===== src/rtl/apb_gpio_regs.sv =====
// APB GPIO register block. Sits after the APB slave handshake FSM, which
// supplies PREADY. It commits register reads and writes on completed transfers,
// holds the output, direction and interrupt registers, synchronises the input
// pins, detects edges on them and drives a level interrupt request.
//
// Handshake: a transfer completes in any cycle where PSEL & PENABLE & PREADY
// are all high. Writes take effect on the PCLK edge that ends that cycle.
// Setup cycles (PENABLE=0) and access cycles with PREADY=0 change no state.
// PRDATA is valid throughout the access phase of a read. PSLVERR is valid only
// in the completing cycle.
module apb_gpio_regs #(
  parameter int GPIO_W = 8,
  parameter int ADDR_W = 8
) (
  input  logic              PCLK,
  input  logic              PRESETn,
  input  logic              PSEL,
  input  logic              PENABLE,
  input  logic              PWRITE,
  input  logic [ADDR_W-1:0] PADDR,
  input  logic [31:0]       PWDATA,
  input  logic              PREADY,
  output logic [31:0]       PRDATA,
  output logic              PSLVERR,
  input  logic [GPIO_W-1:0] gpio_in,
  output logic [GPIO_W-1:0] gpio_out,
  output logic [GPIO_W-1:0] gpio_oe,
  output logic              irq
);

  // Word offsets taken from PADDR[4:2]
  localparam logic [2:0] OFF_DATA_OUT   = 3'd0;
  localparam logic [2:0] OFF_DIR        = 3'd1;
  localparam logic [2:0] OFF_DATA_IN    = 3'd2;
  localparam logic [2:0] OFF_INT_EN     = 3'd3;
  localparam logic [2:0] OFF_INT_POL    = 3'd4;
  localparam logic [2:0] OFF_INT_STATUS = 3'd5;

  // Architectural registers
  logic [GPIO_W-1:0] data_out_q;
  logic [GPIO_W-1:0] dir_q;
  logic [GPIO_W-1:0] int_en_q;
  logic [GPIO_W-1:0] int_pol_q;
  logic [GPIO_W-1:0] int_status_q;
  logic              irq_q;

  // Input path flops
  logic [GPIO_W-1:0] sync1_q;
  logic [GPIO_W-1:0] sync2_q;
  logic [GPIO_W-1:0] prev_q;

  // Decode
  logic [2:0]        offset;
  logic [ADDR_W-1:0] addr_hi;
  logic              addr_mapped;
  logic              xfer;
  logic              rd_access;
  logic              wr_xfer;
  logic [GPIO_W-1:0] wdata;
  logic [GPIO_W-1:0] status_clr;

  // Edge detection
  logic [GPIO_W-1:0] rise;
  logic [GPIO_W-1:0] fall;
  logic [GPIO_W-1:0] edge_det;

  // Read mux
  logic [GPIO_W-1:0] rd_word;

  // Byte-lane bits and write data above GPIO_W are deliberately not decoded
  logic unused_bits;
  assign unused_bits = ^{PADDR[1:0], PWDATA};

  assign offset  = PADDR[4:2];
  assign addr_hi = PADDR >> 5;

  // Offsets 6 and 7, and anything with high address bits set, are holes
  assign addr_mapped = (addr_hi == '0) && (offset <= OFF_INT_STATUS);

  assign xfer      = PSEL & PENABLE & PREADY;
  assign rd_access = PSEL & PENABLE & ~PWRITE;
  assign wr_xfer   = xfer & PWRITE & addr_mapped;
  assign wdata     = PWDATA[GPIO_W-1:0];

  // Write-one-to-clear mask for INT_STATUS, only during a committing write
  assign status_clr = (wr_xfer && (offset == OFF_INT_STATUS)) ? wdata : '0;

  // Edges are seen on the synchronised value against its one-cycle delay, so
  // a polarity change alone can never manufacture an edge.
  assign rise     = sync2_q & ~prev_q;
  assign fall     = ~sync2_q & prev_q;
  assign edge_det = (int_pol_q & rise) | (~int_pol_q & fall);

  // Select the register addressed by the current access
  always_comb begin
    rd_word = '0;
    case (offset)
      OFF_DATA_OUT:   rd_word = data_out_q;
      OFF_DIR:        rd_word = dir_q;
      OFF_DATA_IN:    rd_word = sync2_q;
      OFF_INT_EN:     rd_word = int_en_q;
      OFF_INT_POL:    rd_word = int_pol_q;
      OFF_INT_STATUS: rd_word = int_status_q;
      default:        rd_word = '0;
    endcase
  end

  // Drive read data during a read access phase, zero-extended; holes read 0.
  // Reset forces the bus outputs low even if the master keeps driving.
  always_comb begin
    PRDATA = '0;
    if (PRESETn && rd_access && addr_mapped) begin
      PRDATA[GPIO_W-1:0] = rd_word;
    end
  end

  // Error response only in the completing cycle of an access to a hole
  assign PSLVERR = PRESETn & xfer & ~addr_mapped;

  // Control registers written by committed APB writes
  always_ff @(posedge PCLK or negedge PRESETn) begin
    if (!PRESETn) begin
      data_out_q <= '0;
      dir_q      <= '0;
      int_en_q   <= '0;
      int_pol_q  <= '0;
    end else if (wr_xfer) begin
      case (offset)
        OFF_DATA_OUT: data_out_q <= wdata;
        OFF_DIR:      dir_q      <= wdata;
        OFF_INT_EN:   int_en_q   <= wdata;
        OFF_INT_POL:  int_pol_q  <= wdata;
        default:      ;
      endcase
    end
  end

  // Two-flop synchroniser plus the previous-value flop for edge detection
  always_ff @(posedge PCLK or negedge PRESETn) begin
    if (!PRESETn) begin
      sync1_q <= '0;
      sync2_q <= '0;
      prev_q  <= '0;
    end else begin
      sync1_q <= gpio_in;
      sync2_q <= sync1_q;
      prev_q  <= sync2_q;
    end
  end

  // Sticky status: a new edge outranks a clear landing in the same cycle
  always_ff @(posedge PCLK or negedge PRESETn) begin
    if (!PRESETn) begin
      int_status_q <= '0;
    end else begin
      int_status_q <= (int_status_q & ~status_clr) | edge_det;
    end
  end

  // Registered level interrupt from enabled status bits
  always_ff @(posedge PCLK or negedge PRESETn) begin
    if (!PRESETn) begin
      irq_q <= 1'b0;
    end else begin
      irq_q <= |(int_status_q & int_en_q);
    end
  end

  assign gpio_out = data_out_q & dir_q;
  assign gpio_oe  = dir_q;
  assign irq      = irq_q;

endmodule


===== config.mk =====
export PLATFORM = sky130hd
export DESIGN_NAME = apb_gpio_regs
export DESIGN_NICKNAME = d
export VERILOG_FILES = /design/src/rtl/apb_gpio_regs.sv
export SDC_FILE = /design/constraint.sdc
export NUM_CORES = 1
export LEC_CHECK = 0
export ABC_AREA = 0
export BUFFER_PORTS_ARGS = -buffer_cell sky130_fd_sc_hd__buf_2
export CAP_MARGIN = 20
export CORE_UTILIZATION = 50
export CTS_CLUSTER_DIAMETER = 150
export DETAILED_ROUTE_END_ITERATION = 7
export HOLD_SLACK_MARGIN = 0.15
export MAX_ROUTING_LAYER = met4
export PLACE_DENSITY_LB_ADDON = 0.3
export SETUP_SLACK_MARGIN = 0.1
export SLEW_MARGIN = 30
export SYNTH_ARGS = -nofsm -noshare
export SYNTH_HDL_FRONTEND = slang
export SYNTH_SLANG_ARGS = --single-unit

===== constraint.sdc =====
create_clock -name PCLK -period 2.6 [get_ports PCLK]
set_input_delay 0.52 -clock PCLK [delete_from_list [all_inputs] [get_ports PCLK]]
set_output_delay 0.52 -clock PCLK [all_outputs]
set_load 0.02 [all_outputs]

; ---- After elaboration in Yosys (flattened, before gate mapping)
; Cells that the tools add are included.
[totals]
ff_bits = 65
out_inout_bits = 50
word_cells = 51
[op_classes]
order_cmp = 1
eq_ne = 5
n_mux = 3
bitwise_logic = 22
reduce_logical = 11
[ops]
columns = cell, n
row1 = bitwise AND 8 bit, 7
row2 = one-hot mux 8 bit (6 select lines), 1
row3 = NOT 8 bit, 4
row4 = 2-to-1 mux 8 bit, 2
row5 = OR 8 bit, 2
row6 = zero test 8 bit, 1
row7 = AND reduction 2 bit, 4
row8 = OR reduction 8 bit, 1
row9 = bitwise AND 1 bit, 7
row10 = == test 3 x 2 -> 1 bit (second input constant), 2
row11 = == test 3 bit (second input constant), 2
row12 = logical AND 1 bit, 4
row13 = == test 3 x 1 -> 1 bit (second input constant), 1
row14 = less-or-equal comparator 3 bit (second input constant), 1
row15 = zero test 3 bit, 1
row16 = NOT 1 bit, 2

; ---- Depth between registers and ports, before layout
[logic_depth]
depth_word = 9
depth_mapped = 6
mapped_depth_nobuf = 3

; ---- Worst setup path before layout
; No wires, ideal clock.
[synth_path]
path_type = input-to-output
start = in PADDR[3]
end = out PRDATA[0]
arrival_time_ns = 2.015
slack_ns = 0.065
stages = 5
n_path_buf = 2
path_cell_list = buf_6 a2111oi_4 or3b_1 buf_6 a31oi_1
[synth_via]
elab_chain_len = 4
elab_cells_between_ends = 11
[synth_lines]
columns = item, line_no
row1 = start: declaration, 20  ; input logic [ADDR_W-1:0] PADDR,
row2 = less-or-equal comparator 3 bit, 78  ; assign addr_mapped = (addr_hi == '0) && (offset <= OFF_INT_STATUS);
row3 = logical AND 1 bit, 78
row4 = logical AND 1 bit, 112  ; if (PRESETn && rd_access && addr_mapped) begin
row5 = 2-to-1 mux 8 bit *, 112
row6 = end: declaration, 23  ; output logic [31:0] PRDATA,
; Every way passes the cells marked *; elsewhere a longest branch is shown, timed or not.

; ---- Final worst setup path
[layout_path]
start = in PADDR[3]
end = out PRDATA[5]
; The elaborated chain is that of the path after synthesis.

==> out/summary.md <==
• **post-synthesis async set-or-reset flop share** 1.00
• **final cycle utilization of the critical path** 0.929
• **ratio of cells with drive above 1 in the final layout** 0.422
• **total CTS buffers** 9
• **total leakage power** 0.00184 uW
• **global routing's busiest layer** met2
• **average size of a mapped cell** 12.5 sq um
• **total inserted antenna cells** 0
• **summed negative setup slack over all endpoints** 0 ns
• **maximum frequency from static timing analysis** 414 MHz
• **smallest setup slack after layout** 0.184 ns
• **DIE AREA** 0.00675 sq mm
• **aggregate routed wire length** 6520 um
• **detailed-routing iteration count for the pre-antenna-repair pass** 4
• **Rows** 28
• **minimum hold slack** 0.272 ns
• **Setup CP Type** in -> out
• **Fin. Hold Viols** 0
• **netlist area before placement** 0.00321 sq mm
• **RSZ-0062 raised after global routing** false
• **number of remaining DRC errors** 0
• **setup violation total in the final timing report** 0
• **number of pins with negative max-slew slack in the final report** 0
• **clock tree from TritonCTS** done
• **outcome** finished, final reports clean
• **Via Count** 2111
• **net total in the final layout** 369
• **number of buffers inserted by post-CTS setup repair** 0
• **gr usage total** 0.218
• **Slew @ Worst Pin** 0.791 ns
• **worst clock skew** 0.00547 ns
• **max-slew headroom at the worst pin** 0.473
• **pre-CTS setup slack** 0.0807 ns
• **global-route met2 utilization** 0.333
• **Arr. time, crit path** 1.90 ns
• **number of DRC violations after detailed-routing iteration 0** 123
• **area delta synth->final** 14.3%
• **Yosys Warn Count** 0
• **CTS Sinks** 65
• **remaining antenna violation count** 0
• **pin count of the biggest net entering global routing** 66
• **CTS clk-pin slew, worst paths** 0.07 ns
• **source-to-sink clock delay at the later pin of the worst-skew pair** 0.34 ns
• **IO buf count** 53
• **number of antenna violations at the first check in global routing** 0
• **launch point of the worst path** PADDR[3]
• **Placed Instances** 379
• **Filler Cells Inserted** 519
• **Clock H-tree levels** 3
• **unique cell type count in the Yosys netlist** 38
• **height of the die** 82.1 um
• **die width** 82.1 um
• **number of global-route vias before repair** 2005
• **routed length per placed instance** 16.5 um
• **Root Driver** clkbuf_8
• **routing usage on met3** 0.0604
• **startpoint of the worst-slack reg-to-reg timing path** int_en_q[6]$_DFFE_PN0P_
• **Layout Utilization** 0.605
• **clock tree buffer depth** 2
• **number of placed I/O pins** 104
• **Starting Density** 0.530
• **Max Fanout on Critical Path** 8
• **max-cap violations** 0
• **Crit path required time** 2.08 ns
• **prevailing post-synth register cell** dfrtp_1
• **type of element capturing the critical path** primary output
• **via density per instance** 5.34
• **non-filler instance count after layout** 395
• **Min-Delay Startpoint** gpio_in[2]
• **M1 GR Usage** 0.276
• **number of synthesized flops with an enable pin** 0
• **Core ar.** 0.00606 sq mm
• **Worst setup SP type** input port
• **synthesized instance count** 256
• **HPWL after DPL** 4510 um
• **leftover overflow at the end of global routing** 0
• **post-synthesis sequential area ratio** 0.507
• **kind of path behind the tightest hold check** in -> reg
• **total power divided by cell area** 624 mW/mm^2
• **flip-flop and latch count after synthesis** 65
• **weighted congestion at the end of routability-driven global placement** 0.788
• **wire length of the first global-routing pass** 9970 um
• **min cycle time layout** 2.42 ns
• **peak supply drop** 0.346 mV
-- path summary, 6_finish.rpt --
path / to / slack [ns] / cells after the start
min in group asynchronous: sync1_q[5]$_DFF_PN0_ / 0.38 / 2
hold reg to reg: sync2_q[4]$_DFF_PN0_ / 0.35 / 0
setup / recovery: PRDATA[5] / 0.18 / 5
hold / removal: sync1_q[2]$_DFF_PN0_ / 0.27 / 1
max in group asynchronous: prev_q[6]$_DFF_PN0_ / 1.69 / 2
setup reg to reg: irq$_DFF_PN0_ / 1.66 / 2
-- layer usage --
layer / up-vias / share of wire
li1: 995 / -
met1: 1046 / 0.46
met2: 61 / 0.48
met3: 9 / 0.043
met4: 0 / 0.015
met5: - / 0
-- where the power goes --
group | total, uW | leakage [uW] | internal [uW] | switching (uW)
clock | 1040 | 0.000117 | 642 | 396
sequential | 1060 | 0.000808 | 1040 | 20.3
combinational | 190 | 0.000918 | 70.9 | 119
-- cell usage in the layout (no fill, tap or decap), types with 5 or more instances in the layout --
cell type,netlist,routed
and2_1,8,8
buf_4,26,6
mux2_2,51,51
nand2b_1,8,8
inv_1,10,10
dfrtp_1,65,65
nand3b_1,8,8
nand2_1,8,8
a21o_1,8,8
a21oi_1,5,5
buf_2,1,53
nand3_1,5,5
clkbuf_8,2,9
o221ai_1,8,8
a22oi_1,8,8
conb_1,1,24
-- logic make-up after synthesis --
family | synth area share
other | 0.00117
AOI/OAI and AO/OA | 0.0928
buffers and inverters | 0.0978
DFF | 0.507
and+or+nand+nor | 0.113
muxes | 0.188
-- stage by stage --
| stage | power, uW | area (sq um) |
|---|---|---|
| finish | 2290 | 3670 |
| global route | 2370 | 3670 |
| CTS | 2310 | 3670 |
| detailed placement | 1270 | 3420 |
| global placement | 1270 | 3420 |
| floorplan | 1220 | 3300 |
-- synthesized netlist by cell type, types with 5 or more instances --
master / count / share of area
dfrtp_1: 65 / 0.51
mux2_2: 51 / 0.18
buf_4: 26 / 0.061
inv_1: 10 / 0.012
a21o_1: 8 / 0.019
a22oi_1: 8 / 0.019
and2_1: 8 / 0.016
nand2_1: 8 / 0.0094
nand2b_1: 8 / 0.016
nand3b_1: 8 / 0.019
o221ai_1: 8 / 0.022
a21oi_1: 5 / 0.0078
nand3_1: 5 / 0.0078
-- critical path, cell delays in order --
cell and delay [ns]:
buf_2 0.13, a2111oi_4 0.34, or3b_4 0.49, a31oi_1 0.21
buf_2 0.20
-- flip-flops by register name, indices dropped and copies added, names as in the netlist --
signal and count:
data_out_q 8, sync2_q 8, int_pol_q 8, int_status_q 8, sync1_q 8, gpio_oe 8
int_en_q 8, irq 1, prev_q 8
-- cell type report --
cell class              count  area [sq um]  area share
clock inverters             6           115      0.0314
flip-flops and latches     65          1630       0.443
inverters                  10          37.5      0.0102
clock buffers              10           128      0.0348
multi-input cells         170          1360       0.370
repair buffers             59           310      0.0846
well taps                  75          93.8      0.0256
-- timing repair --
action,in CTS,in global routing
hold buffers,0,0
resized for setup,1,0
setup endpoints to repair,3,0
No activity file was read; power rests on OpenSTA's default activity.
